`src/rtl/riscv_pkg.sv`:
```
// riscv_pkg: shared widths, encodings and the decode control bundle of the RV32I core
package riscv_pkg;
   localparam int XLEN        = 32;
   localparam int RESULTSRC_W = 2;
   localparam int ALUCTRL_W   = 3;
   localparam int REGIDX_W    = 5;
   localparam logic [RESULTSRC_W-1:0] RES_ALU = 2'b00;
   localparam logic [RESULTSRC_W-1:0] RES_MEM = 2'b01;
   localparam logic [RESULTSRC_W-1:0] RES_PC4 = 2'b10;
   localparam logic [ALUCTRL_W-1:0] ALU_ADD = 3'b000;
   localparam logic [ALUCTRL_W-1:0] ALU_SUB = 3'b001;
   typedef struct packed {
      logic                   reg_write;
      logic                   mem_write;
      logic                   alu_src;
      logic [RESULTSRC_W-1:0] result_src;
      logic [ALUCTRL_W-1:0]   alu_ctrl;
      logic                   branch;
      logic                   jump;
   } ctrl_t;
   // Strobes with architectural side effects are killed for non-instructions;
   // select fields pass through untouched since they are harmless on a dead slot.
   function automatic ctrl_t gate_ctrl(ctrl_t c, logic v);
      ctrl_t g;
      g           = c;
      g.reg_write = c.reg_write & v;
      g.mem_write = c.mem_write & v;
      g.branch    = c.branch & v;
      g.jump      = c.jump & v;
      return g;
   endfunction
endpackage

```
`src/rtl/pipe_field_reg.sv`:
```
// pipe_field_reg: pipeline field-group register with async clear, hold and flush-to-constant
module pipe_field_reg #(
   parameter int             W         = 1,
   parameter logic [W-1:0]   FLUSH_VAL = '0
) (
   input  logic         clk,
   input  logic         rst,
   input  logic         en,
   input  logic         flush,
   input  logic [W-1:0] d,
   output logic [W-1:0] q
);
   // flush beats hold beats load; reset is asynchronous and always clears to zero
   always_ff @(posedge clk or posedge rst)
      if (rst)        q <= '0;
      else if (flush) q <= FLUSH_VAL;
      else if (en)    q <= d;
endmodule

```
`src/rtl/id_ex_pipe_reg.sv`:
```
// id_ex_pipe_reg: ID/EX pipeline register with stall, bubble insertion and a saturating bubble counter
module id_ex_pipe_reg #(
   parameter int XLEN  = riscv_pkg::XLEN,
   parameter int CNT_W = 16
) (
   input  logic            clk,
   input  logic            rst,
   input  logic            en_E,
   input  logic            flush_E,
   input  logic            valid_D,
   input  logic            RegWrite_D,
   input  logic            MemWrite_D,
   input  logic            ALUSrc_D,
   input  logic            Branch_D,
   input  logic            Jump_D,
   input  logic [1:0]      ResultSrc_D,
   input  logic [2:0]      ALU_Ctrl_D,
   input  logic [XLEN-1:0] RD1_D,
   input  logic [XLEN-1:0] RD2_D,
   input  logic [XLEN-1:0] ImmExt_D,
   input  logic [XLEN-1:0] PC_D,
   input  logic [XLEN-1:0] PCPlus4_D,
   input  logic [4:0]      Rs1_D,
   input  logic [4:0]      Rs2_D,
   input  logic [4:0]      Rd_D,
   output logic            valid_E,
   output logic            RegWrite_E,
   output logic            MemWrite_E,
   output logic            ALUSrc_E,
   output logic            Branch_E,
   output logic            Jump_E,
   output logic [1:0]      ResultSrc_E,
   output logic [2:0]      ALU_Ctrl_E,
   output logic [XLEN-1:0] RD1_E,
   output logic [XLEN-1:0] RD2_E,
   output logic [XLEN-1:0] ImmExt_E,
   output logic [XLEN-1:0] PC_E,
   output logic [XLEN-1:0] PCPlus4_E,
   output logic [4:0]      Rs1_E,
   output logic [4:0]      Rs2_E,
   output logic [4:0]      Rd_E,
   output logic [CNT_W-1:0] bubble_cnt
);
   import riscv_pkg::*;
   localparam int CW = $bits(ctrl_t) + 1;
   localparam int DW = 5 * XLEN;
   localparam int IW = 3 * REGIDX_W;
   ctrl_t          ctrl_raw;
   ctrl_t          ctrl_d;
   ctrl_t          ctrl_e;
   logic [CW-1:0]  ctrl_q;
   logic [DW-1:0]  data_q;
   logic [IW-1:0]  idx_q;
   assign ctrl_raw = '{reg_write: RegWrite_D, mem_write: MemWrite_D, alu_src: ALUSrc_D,
                       result_src: ResultSrc_D, alu_ctrl: ALU_Ctrl_D,
                       branch: Branch_D, jump: Jump_D};
   assign ctrl_d   = gate_ctrl(ctrl_raw, valid_D);
   pipe_field_reg #(.W(CW)) u_ctrl (
      .clk(clk), .rst(rst), .en(en_E), .flush(flush_E),
      .d({valid_D, ctrl_d}), .q(ctrl_q)
   );
   pipe_field_reg #(.W(DW)) u_data (
      .clk(clk), .rst(rst), .en(en_E), .flush(flush_E),
      .d({RD1_D, RD2_D, ImmExt_D, PC_D, PCPlus4_D}), .q(data_q)
   );
   pipe_field_reg #(.W(IW)) u_idx (
      .clk(clk), .rst(rst), .en(en_E), .flush(flush_E),
      .d({Rs1_D, Rs2_D, Rd_D}), .q(idx_q)
   );
   assign {valid_E, ctrl_e}                          = ctrl_q;
   assign {RD1_E, RD2_E, ImmExt_E, PC_E, PCPlus4_E}  = data_q;
   assign {Rs1_E, Rs2_E, Rd_E}                       = idx_q;
   assign RegWrite_E  = ctrl_e.reg_write;
   assign MemWrite_E  = ctrl_e.mem_write;
   assign ALUSrc_E    = ctrl_e.alu_src;
   assign ResultSrc_E = ctrl_e.result_src;
   assign ALU_Ctrl_E  = ctrl_e.alu_ctrl;
   assign Branch_E    = ctrl_e.branch;
   assign Jump_E      = ctrl_e.jump;
   // count every inserted bubble, sticking at all-ones instead of wrapping
   always_ff @(posedge clk or posedge rst)
      if (rst)                          bubble_cnt <= '0;
      else if (flush_E && !(&bubble_cnt)) bubble_cnt <= bubble_cnt + 1'b1;
endmodule

```
`config.mk`:
```
export PLATFORM = sky130hd
export DESIGN_NAME = id_ex_pipe_reg
export DESIGN_NICKNAME = d
export VERILOG_FILES = /design/src/rtl/riscv_pkg.sv /design/src/rtl/pipe_field_reg.sv /design/src/rtl/id_ex_pipe_reg.sv
export SDC_FILE = /design/constraint.sdc
export NUM_CORES = 1
export LEC_CHECK = 0
export CAP_MARGIN = 25
export CORE_AREA = 4 4 151 153
export CTS_CLUSTER_SIZE = 40
export DETAILED_ROUTE_END_ITERATION = 7
export DIE_AREA = 0 0 155 157
export HOLD_SLACK_MARGIN = 0.12
export PLACE_DENSITY = 0.75
export SETUP_SLACK_MARGIN = 0.3
export SLEW_MARGIN = 30
export SYNTH_ARGS = -nofsm -noshare
export SYNTH_HDL_FRONTEND = slang
export SYNTH_SLANG_ARGS = --single-unit
```
`constraint.sdc`:
```
create_clock -name clk -period 16.9 [get_ports clk]
set_input_delay 2.535 -clock clk [delete_from_list [all_inputs] [get_ports clk]]
set_output_delay 2.535 -clock clk [all_outputs]
set_load 0.005 [all_outputs]
```
==> impl_results.rst, run 1 <==
.. list-table::
   :header-rows: 1

   * - Metric
     - Value
   * - Period utilisation layout
     - 24.8%
   * - Effective utilization at floorplan
     - 38.2%
   * - Critical path, cell by cell
     - clkdlybuf4s50_1
   * - Count of final max-slew check failures
     - 0
   * - # H-tree levels
     - 1
   * - Number of flops mapped to enable cells by yosys
     - 0
   * - Weighted congestion at the end of routability-driven global placement
     - 0.776
   * - Maximum clock frequency
     - 0.238 GHz
   * - Total instance count after detailed placement
     - 1313
   * - Largest incremental delay on the critical path
     - 590 ps
   * - Crit. End Element
     - output pin
   * - R2R Setup Slk
     - 15100 ps
   * - Most common flop cell mapped by yosys
     - dfrtp_1
   * - Measured slew at the worst slew-check pin
     - 940 ps
   * - Synthesized area per cell
     - 12.1 µm²
   * - Setup-violating endpoint count in the final report
     - 0
   * - Crit-path leading delay family
     - buffers and inverters
   * - Vert. Die Dim
     - 157 µm
   * - Setup repair after global routing missed its margin
     - no
   * - Buffer cell driving the clock tree root
     - clkbuf_16
   * - Final WL
     - 24.0 mm
   * - Routed length per instance
     - 17.8 µm
   * - Detailed placement HPWL
     - 16.8 mm
   * - First-pass GRT wire length
     - 36.8 mm
   * - Routed via count
     - 6420
   * - Area overhead of the layout relative to synthesis
     - 59.5%
   * - Class of the tightest hold or removal check
     - reg2reg
   * - Maximum number of pins on one net before global-route repair
     - 126
   * - Most frequent cell after synthesis
     - dfrtp_1
   * - Post CTS Setup Buffer Count
     - 0
   * - Capturing point of the worst reg2reg path
     - bubble_cnt[12]
   * - Leakage component of the power
     - 6.14 nW
   * - Startpoint kind of the worst setup timing path
     - flop
   * - Sequential cell area
     - 5050 µm²
   * - Maximum root-to-sink buffer count
     - 3
   * - Number of inserted filler cells in the final layout
     - 1752
   * - Number of distinct library cells after synthesis
     - 28
   * - Clock Skews
     - 6.84 ps
   * - Most frequent cells after synthesis
     - dfrtp_1, nor2_1, mux2i_1
   * - Max VDD drop
     - 0.0000557 V
   * - Relative slew slack
     - 37.4%
   * - Quantity of hold-fixing buffers added after cts
     - 0
   * - Via count of the first global-routing pass
     - 6695
   * - Number of nets with antenna violations after detailed routing
     - 0
   * - Overall overflow remaining after global route
     - 0
   * - Final count of hold timing violations
     - 0
   * - Worst Path Required
     - 14370 ps
   * - Worst-path clk slew
     - 60 ps
   * - Max-cap violations
     - 0
   * - Minimum period implied by the final worst setup slack
     - 4190 ps
   * - Setup TNS
     - 0 ps
   * - Asr flop ratio synth
     - 100%
   * - Count of pins on the block boundary
     - 392
   * - Std-Cell Rows
     - 54
   * - Cell type with the highest aggregate area in the netlist
     - dfrtp_1
   * - Final routed DRC violation total
     - 0
   * - Cell area after synthesis
     - 8230 µm²
   * - Gate Count Post-Synth
     - 681
   * - Cell at the slowest stage of the critical path
     - clkdlybuf4s50_1
   * - Endpoint of the worst hold-timing path
     - u_data.q[157]
   * - All-layer global routing usage
     - 18.7%
   * - Warnings from Yosys
     - 0
   * - Area share of the largest cell type after synthesis
     - 61.4%
   * - Power Dens Cells
     - 94.0 nW/µm²
   * - Start point of the worst hold path
     - u_data.q[157]
   * - Class of the most critical setup path
     - reg2out
   * - Status
     - complete, no violations
   * - Hold path depth
     - 2
   * - Worst Reg2Reg Path Length in Cells
     - 5
   * - Area used by multi-input combinational logic
     - 2980 µm²
   * - Die ar.
     - 24300 µm²
   * - Detailed-route vias per instance
     - 4.75
   * - Num Clock Sinks
     - 202
   * - CP arrival
     - 1660 ps
   * - Post-synthesis sequential element count
     - 202
   * - Number of detailed-routing iterations run before antenna repair
     - 5
   * - TritonCTS clock tree
     - built
   * - Clock insertion delay at the later pin of the skew report
     - 490 ps
   * - Number of buffers created by CTS
     - 22
   * - Number of standard cells in the final layout excluding fillers
     - 1352
   * - Core region area
     - 21600 µm²
   * - Antenna violations before repair
     - 0
   * - Synth top area cells
     - dfrtp_1, mux2i_1, nor2_1
   * - Nets@finish
     - 1249
   * - Nets in the synthesized netlist
     - 872
   * - Ratio of cells with drive above 1 in the final layout
     - 4.66%
   * - Die Wd
     - 155 µm
   * - Number of buffer and inverter stages on the critical path
     - 1
   * - Total inserted antenna cells
     - 0
   * - Violation count after the first detailed-route iteration
     - 231
   * - Share of the yosys chip area belonging to registers
     - 61.4%
   * - Quantity of I/O buffers inserted on ports
     - 391
   * - Number of resized instances in the post-cts repair step
     - 0
   * - Startpoint of the lowest-slack register-to-register path
     - bubble_cnt[0]
   * - Maximum fanout along the worst path
     - 14
## final cells by class
cell class                 instances  share of cell area, %
clock inverter                     9                  0.772
inverter                           2                  0.114
sequential                       202                   38.5
timing repair buffer             396                   30.4
tap                              280                   2.67
clock buffer                      29                   4.86
multi-input combinational        434                   22.7
## routing by layer
metal	up-vias	part of all wire [%]	track usage (%)
li1	3042	-	-
met4	0	2.4	5.21
met3	34	10	6.79
met5	-	0	0
met1	3056	40	23.7
met2	288	47	30.5
## report_power, final
group / switching (mW) / internal (mW)
Sequential: 0.0256 / 0.517
Clock: 0.190 / 0.296
Combinational: 0.0789 / 0.127
Total: 0.294 / 0.940
## worst max path at each step
stage                             start       endpoint  slack [ps]  cells past startpoint
after floorplan                     rst  bubble_cnt[0]        8850                      1
after global placement              rst   u_data.q[41]       12080                      3
after detailed placement            rst   u_data.q[41]       12450                      3
after CTS                 bubble_cnt[7]  bubble_cnt[7]       12680                      1
after global routing      bubble_cnt[7]  bubble_cnt[7]       12600                      1
final                     bubble_cnt[7]  bubble_cnt[7]       12710                      1
## through the flow
step	util (%)	power, mW	cell area [µm²]	hold slack (ps)	setup WS, ps
5_1_grt	60.9	1.29	13100	540	12600
3_3_place_gp	57.3	0.755	12400	500	12080
3_5_place_dp	57.3	0.758	12400	508	12450
4_1_cts	60.8	1.25	13100	523	12680
6_report	60.9	1.23	13100	518	12710
2_1_floorplan	-	0.623	8230	502	8850
## cells in the final DEF (no fill, tap or decap), types with 4 or more instances in the layout
master / count
and3_1: 5
mux2i_1: 182
clkbuf_8: 4
xnor2_1: 7
nand2b_1: 5
nand4_1: 6
clkdlybuf4s50_1: 389
nor2_1: 190
dfrtp_1: 202
nand3_1: 11
clkbuf_16: 23
a21oi_1: 8
clkinv_2: 5
## sequential cells by signal, summed over array words and instances, names as in the netlist
signal and count:
u_ctrl.q 11, bubble_cnt 16, u_data.q 160, u_idx.q 15
## kinds of logic after synthesis
logic type	Yosys count	share of synthesized area [%]
AOI/OAI and AO/OA	9	0.578
xor gates and xnor gates	10	1.06
adders and majority gates	1	0.152
buffers and inverters	45	2.37
DFF	202	61.4
muxes	184	22.4
and+or+nand+nor	230	12.0
Power figures use the tool's default switching activity.
==> run 2, diff against run 1 <==
--- a/config.mk
+++ b/config.mk
@@ -6,12 +6,13 @@
 export NUM_CORES = 1
 export LEC_CHECK = 0
 export CAP_MARGIN = 25
-export CORE_AREA = 4 4 151 153
+export CORE_ASPECT_RATIO = 0.8
+export CORE_MARGIN = 4
+export CORE_UTILIZATION = 37
 export CTS_CLUSTER_SIZE = 40
 export DETAILED_ROUTE_END_ITERATION = 7
-export DIE_AREA = 0 0 155 157
 export HOLD_SLACK_MARGIN = 0.12
-export PLACE_DENSITY = 0.75
+export PLACE_DENSITY = 0.76
 export SETUP_SLACK_MARGIN = 0.3
 export SLEW_MARGIN = 30
 export SYNTH_ARGS = -nofsm -noshare
==> constraint.sdc (replaced) <==
create_clock -name clk -period 3.72 [get_ports clk]
set_input_delay 0.558 -clock clk [delete_from_list [all_inputs] [get_ports clk]]
set_output_delay 0.558 -clock clk [all_outputs]
set_load 0.005 [all_outputs]
==> impl_results.rst, run 2 (synthesis gave the netlist of run 1 again) <==
.. list-table::
   :header-rows: 1

   * - Metric
     - Value
   * - Final WL
     - 24.5 mm (+2.1%)
   * - Startpoint kind of the worst setup timing path
     - flop
   * - Leading cell type in the layout, fill and taps excluded
     - clkdlybuf4s50_1
   * - Commonest cells after routing, fill and taps aside
     - clkdlybuf4s50_1, dfrtp_1, nor2_1
   * - Minimum period implied by the final worst setup slack
     - 2240 ps
   * - Number of nets with antenna violations after detailed routing
     - 0 (unchanged)
   * - Core region area
     - 21700 µm² (+0.87%)
   * - Clock Skews
     - 5.41 ps (-1.43 ps)
   * - Period utilisation layout
     - 60.3%
   * - Post-Place Worst Slack
     - 1590 ps (-10850 ps)
   * - Number of buffer and inverter stages on the critical path
     - 1 (unchanged)
   * - Sequential cell area
     - 5050 µm² (unchanged)
   * - Ratio of cells with drive above 1 in the final layout
     - 4.48% (-0.18 points)
   * - Minimum setup slack in the final design
     - 1480 ps (-11230 ps)
   * - Area overhead of the layout relative to synthesis
     - 59.4% (about the same)
   * - CP arrival
     - 1680 ps (+20 ps)
   * - Number of inserted filler cells in the final layout
     - 1832 (+4.6%)
   * - Cell at the slowest stage of the critical path
     - clkdlybuf4s50_1
   * - Final count of hold timing violations
     - 0 (unchanged)
   * - Number of standard cells in the final layout excluding fillers
     - 1371 (+1.4%)
   * - Weighted congestion at the end of routability-driven global placement
     - 0.754 (-2.8%)
   * - Quantity of hold-fixing buffers added after cts
     - 0 (unchanged)
   * - Power, Total
     - 5.42 mW (+340%)
   * - Flip-flop count of the largest register after layout
     - 160 (unchanged)
   * - Final routed DRC violation total
     - 0 (unchanged)
   * - Worst Path Required
     - 3160 ps (-11210 ps)
   * - Number of buffers created by CTS
     - 21 (-4.5%)
   * - Buffer cell driving the clock tree root
     - clkbuf_16
   * - Worst-path clk slew
     - 60 ps (about the same)
   * - First-pass GRT wire length
     - 38.5 mm (+4.7%)
   * - Class of the tightest hold or removal check
     - in2reg
   * - Post-route cell area
     - 13100 µm² (about the same)
   * - Status
     - complete, no violations
   * - Number of detailed-routing iterations run before antenna repair
     - 4 (-1)
   * - Leakage component of the power
     - 6.12 nW (-0.28%)
   * - Worst Reg2Reg Path Length in Cells
     - 5 (unchanged)
   * - Total inserted antenna cells
     - 0 (unchanged)
   * - Detailed-route vias per instance
     - 4.68 (-1.3%)
   * - Register ranked first by flip-flop count
     - u_data.q
   * - Final design utilization
     - 60.4% (-0.55 points)
   * - Post CTS Setup Buffer Count
     - 0 (unchanged)
   * - Vert. Die Dim
     - 141 µm (-9.9%)
   * - Total number of cells along the worst setup path
     - 1 (unchanged)
   * - Crit. End Element
     - output pin
   * - Count of pins on the block boundary
     - 392 (unchanged)
   * - Source of the critical timing path
     - bubble_cnt[7]
   * - Registers with the most flip-flops
     - u_data.q x160, bubble_cnt x16, u_idx.q x15
   * - Routed via count
     - 6423 (+0.047%)
   * - Detailed placement HPWL
     - 17.3 mm (+3.2%)
   * - Worst Hold Slack
     - 389 ps (-129 ps)
   * - Critical path, cell by cell
     - clkdlybuf4s50_1
   * - Maximum number of pins on one net before global-route repair
     - 112 (-11%)
   * - Antenna violations before repair
     - 0 (unchanged)
   * - Via count of the first global-routing pass
     - 6792 (+1.4%)
   * - Nets@finish
     - 1253 (+0.32%)
   * - Clock insertion delay at the later pin of the skew report
     - 480 ps (about the same)
   * - Count of final max-slew check failures
     - 0 (unchanged)
   * - Maximum root-to-sink buffer count
     - 3 (unchanged)
   * - Cell Area, Placed
     - 12400 µm² (+0.72%)
   * - Max-cap violations
     - 0 (unchanged)
   * - All-layer global routing usage
     - 19.2% (+0.49 points)
   * - Hold path depth
     - 2 (unchanged)
   * - Area used by multi-input combinational logic
     - 2980 µm² (unchanged)
   * - Relative slew slack
     - 44.9% (+7.6 points)
   * - Quantity of I/O buffers inserted on ports
     - 391 (unchanged)
   * - Largest incremental delay on the critical path
     - 610 ps (+20 ps)
   * - Effective utilization at floorplan
     - 37.9% (-0.33 points)
   * - Start point of the worst hold path
     - flush_E
   * - Die Wd
     - 175 µm (+13%)
   * - Violation count after the first detailed-route iteration
     - 368 (+59%)
   * - Startpoint of the lowest-slack register-to-register path
     - bubble_cnt[1]
   * - Crit-path leading delay family
     - buffers and inverters
   * - Measured slew at the worst slew-check pin
     - 826 ps (-113 ps)
   * - TritonCTS clock tree
     - built
   * - Maximum clock frequency
     - 0.446 GHz
   * - Setup TNS
     - 0 ps (unchanged)
   * - Num Clock Sinks
     - 202 (unchanged)
   * - Maximum fanout along the worst path
     - 14 (unchanged)
   * - Total instance count after detailed placement
     - 1338 (+1.9%)
   * - # H-tree levels
     - 1 (unchanged)
   * - Setup-violating endpoint count in the final report
     - 0 (unchanged)
   * - Die ar.
     - 24700 µm² (+1.6%)
   * - Number of resized instances in the post-cts repair step
     - 0 (unchanged)
   * - Overall overflow remaining after global route
     - 0 (unchanged)
   * - Routed length per instance
     - 17.9 µm (+0.68%)
   * - Max VDD drop
     - 0.000311 V (+460%)
   * - Std-Cell Rows
     - 48 (-11%)
   * - Class of the most critical setup path
     - reg2out
   * - Power Dens Cells
     - 413 nW/µm² (+340%)
   * - Setup repair after global routing missed its margin
     - no
[run 2: changes by cell type in the layout (fill, tap and decap cells not counted), sizes merged]
cell    before  now
inv          3    1
buf          7   12
clkinv       5    2
bufinv       2    1
[run 2: final timing paths]
check,to,slack (ps)
worst min register to register,u_data.q[139],510
worst max-delay path,bubble_cnt[7],1480
max in group asynchronous,u_data.q[28],2620
worst min-delay path,u_data.q[56],390
min in group asynchronous,u_data.q[80],590
worst max register to register,bubble_cnt[12],1910
[run 2: power breakdown]
group	switching (mW)	internal, mW
Sequential	0.118	2.35
Combinational	0.360	0.584
Clock	0.821	1.19
[run 2: final cells by class]
| cell class | instances | share of cell area, % |
|---|---|---|
| Clock buffer | 29 | 4.62 |
| Clock inverter | 3 | 0.305 |
| Inverter | 2 | 0.0858 |
| Multi-Input combinational cell | 434 | 22.7 |
| Sequential cell | 202 | 38.5 |
| Tap cell | 300 | 2.86 |
| Timing Repair Buffer | 401 | 30.9 |
[run 2: metal layers]
metal	global-route usage, %	share of wire, %	vias up
met5	0	0	-
met3	6.87	9.1	33
met1	23.8	41	3084
met2	32.9	48	262
met4	3.60	2.0	0
li1	-	-	3044
==> run 3, diff against run 2 <==
==> constraint.sdc (replaced) <==
create_clock -name clk -period 2.05 [get_ports clk]
set_input_delay 0.3075 -clock clk [delete_from_list [all_inputs] [get_ports clk]]
set_output_delay 0.3075 -clock clk [all_outputs]
set_load 0.005 [all_outputs]
==> impl_results.rst, run 3 (synthesis gave the netlist of run 1 again) <==
.. list-table::
   :header-rows: 1

   * - Metric
     - Value
   * - TritonCTS clock tree
     - built
   * - Detailed-route vias per instance
     - 4.70 (+0.39%)
   * - Die ar.
     - 24700 µm² (unchanged)
   * - Routed via count
     - 6608 (+2.9%)
   * - Total inserted antenna cells
     - 0 (unchanged)
   * - Power Dens Cells
     - 765 nW/µm² (+85%)
   * - All-layer global routing usage
     - 19.7% (+0.50 points)
   * - Via count of the first global-routing pass
     - 7113 (+4.7%)
   * - Leakage component of the power
     - 6.56 nW (+7.1%)
   * - Worst Path Required
     - 1740 ps (-1420 ps)
   * - Detailed placement HPWL
     - 18.1 mm (+4.7%)
   * - Nets@finish
     - 1282 (+2.3%)
   * - Routed length per instance
     - 17.9 µm (about the same)
   * - R2R Setup Slk
     - 410 ps (-1500 ps)
   * - Weighted congestion at the end of routability-driven global placement
     - 0.776 (+2.8%)
   * - Maximum root-to-sink buffer count
     - 3 (unchanged)
   * - Startpoint of the lowest-slack register-to-register path
     - bubble_cnt[0]
   * - Num Clock Sinks
     - 202 (unchanged)
   * - Total instance count after detailed placement
     - 1352 (+1.0%)
   * - Source of the critical timing path
     - u_data.q[131]
   * - Register ranked first by flip-flop count
     - u_data.q
   * - Quantity of I/O buffers inserted on ports
     - 391 (unchanged)
   * - Count of final max-slew check failures
     - 0 (unchanged)
   * - Cell at the slowest stage of the critical path
     - clkdlybuf4s50_1
   * - Flip-flop count of the largest register after layout
     - 160 (unchanged)
   * - Post-Place Worst Slack
     - 339 ps (-1250 ps)
   * - Clock insertion delay at the later pin of the skew report
     - 490 ps (about the same)
   * - Worst-path clk slew
     - 60 ps (about the same)
   * - Overall overflow remaining after global route
     - 0 (unchanged)
   * - # H-tree levels
     - 1 (unchanged)
   * - Startpoint kind of the worst setup timing path
     - flop
   * - Relative slew slack
     - 47.6% (+2.7 points)
   * - Maximum clock frequency
     - 0.588 GHz
   * - Minimum period implied by the final worst setup slack
     - 1700 ps
   * - CP arrival
     - 1390 ps (-290 ps)
   * - Measured slew at the worst slew-check pin
     - 786 ps (-40.2 ps)
   * - Worst Reg2Reg Path Length in Cells
     - 5 (unchanged)
   * - Clock Skews
     - 4.73 ps (-0.678 ps)
   * - Crit-path leading delay family
     - buffers and inverters
   * - Number of buffers created by CTS
     - 22 (+4.8%)
   * - Die Wd
     - 175 µm (unchanged)
   * - Buffer cell driving the clock tree root
     - clkbuf_16
   * - Area overhead of the layout relative to synthesis
     - 64.4%
   * - Number of nets with antenna violations after detailed routing
     - 0 (unchanged)
   * - Std-Cell Rows
     - 48 (unchanged)
   * - Period utilisation layout
     - 83.0%
   * - Number of standard cells in the final layout excluding fillers
     - 1405 (+2.5%)
   * - Final count of hold timing violations
     - 0 (unchanged)
   * - Post-route cell area
     - 13500 µm² (+3.2%)
   * - Critical path, cell by cell
     - clkdlybuf4s50_1
   * - Final WL
     - 25.1 mm (+2.4%)
   * - Violation count after the first detailed-route iteration
     - 410 (+11%)
   * - First-pass GRT wire length
     - 39.7 mm (+3.0%)
   * - Cell Area, Placed
     - 12700 µm² (+1.6%)
   * - Registers with the most flip-flops
     - u_data.q x160, bubble_cnt x16, u_idx.q x15
   * - Setup-violating endpoint count in the final report
     - 0 (unchanged)
   * - Ratio of cells with drive above 1 in the final layout
     - 7.51% (+3.0 points)
   * - Capturing point of the worst reg2reg path
     - bubble_cnt[1]
   * - Final routed DRC violation total
     - 0 (unchanged)
   * - Maximum fanout along the worst path
     - 2 (-12)
   * - Effective utilization at floorplan
     - 37.9% (unchanged)
   * - Antenna violations before repair
     - 0 (unchanged)
   * - Number of detailed-routing iterations run before antenna repair
     - 6 (+2)
   * - Commonest cells after routing, fill and taps aside
     - clkdlybuf4s50_1, dfrtp_1, nor2_1
   * - Count of pins on the block boundary
     - 392 (unchanged)
   * - Leading cell type in the layout, fill and taps excluded
     - clkdlybuf4s50_1
   * - Max-cap violations
     - 0 (unchanged)
   * - Number of buffer and inverter stages on the critical path
     - 1 (unchanged)
   * - Vert. Die Dim
     - 141 µm (unchanged)
   * - Maximum number of pins on one net before global-route repair
     - 118 (+5.4%)
   * - Crit. End Element
     - output pin
   * - Minimum setup slack in the final design
     - 348 ps (-1130 ps)
   * - Class of the tightest hold or removal check
     - in2async
   * - Status
     - complete, no violations
   * - Setup repair after global routing missed its margin
     - no
   * - Max VDD drop
     - 0.000577 V (+86%)
   * - Class of the most critical setup path
     - reg2out
   * - Largest incremental delay on the critical path
     - 570 ps (-40 ps)
   * - Core region area
     - 21700 µm² (unchanged)
run 3: cell count changes in the layout (fill, tap and decap cells not counted), moves of 3 or more:
cell / previous run / this run
buf_12: 3 / 11
dlymetal6s2s_1: 0 / 12
dfrtp_1: 202 / 198
dlygate4sd2_1: 0 / 10
dfrtp_2: 0 / 4
clkdlybuf4s50_1: 389 / 367
buf_4: 6 / 27
clkbuf_1: 3 / 6
run 3: routing by layer:
layer	share of wire (%)	track usage [%]	routed length [µm]
met1	40	24.1	10100
met2	49	33.8	12200
met3	9.3	7.14	2330
met4	2.1	4.05	516
met5	0	0	0
run 3: worst max-delay path by stage:
stage                    endpoint  slack (ps)  depth (start not counted)
finish                   RD1_E[3]         350                          1
global route             PC_E[21]         300                          1
CTS                     RD2_E[28]         320                          1
detailed placement  bubble_cnt[1]         340                          4
global placement    bubble_cnt[1]         410                          4
floorplan           bubble_cnt[0]        -870                          1
run 3: through the flow:
step                hold WS (ps)  power (mW)  setup TNS [ps]  util [%]
floorplan                    454        5.14         -176510         -
global placement             500        6.28               0      58.2
detailed placement           508        6.32               0      58.2
CTS                          241        10.5               0      62.1
global route                 266        10.8               0      62.3
finish                       238        10.4               0      62.3
run 3: power by group:
group | internal (mW) | switching, mW | leakage (nW)
clock network | 2.54 | 1.56 | 0.366
registers | 4.26 | 0.180 | 2.67
logic | 1.10 | 0.712 | 3.52
total | 7.90 | 2.45 | 6.56
run 3: repair_timing:
action                                 4_1_cts  5_1_grt
setup endpoints to repair                   18       13
resized for setup                           14       12
endpoints found under the hold margin        0        0
buffers inserted                            14        1
pin swaps                                    0        1
hold buffers                                 0        0
run 3: area by class of cell:
type                       count  area [µm²]
inverter                       2        11.3
timing repair buffer         429        4360
sequential                   202        5060
tap                          300         375
fill                        1742        8200
clock inverter                 6         109
multi-input combinational    434        2980
clock buffer                  32         639
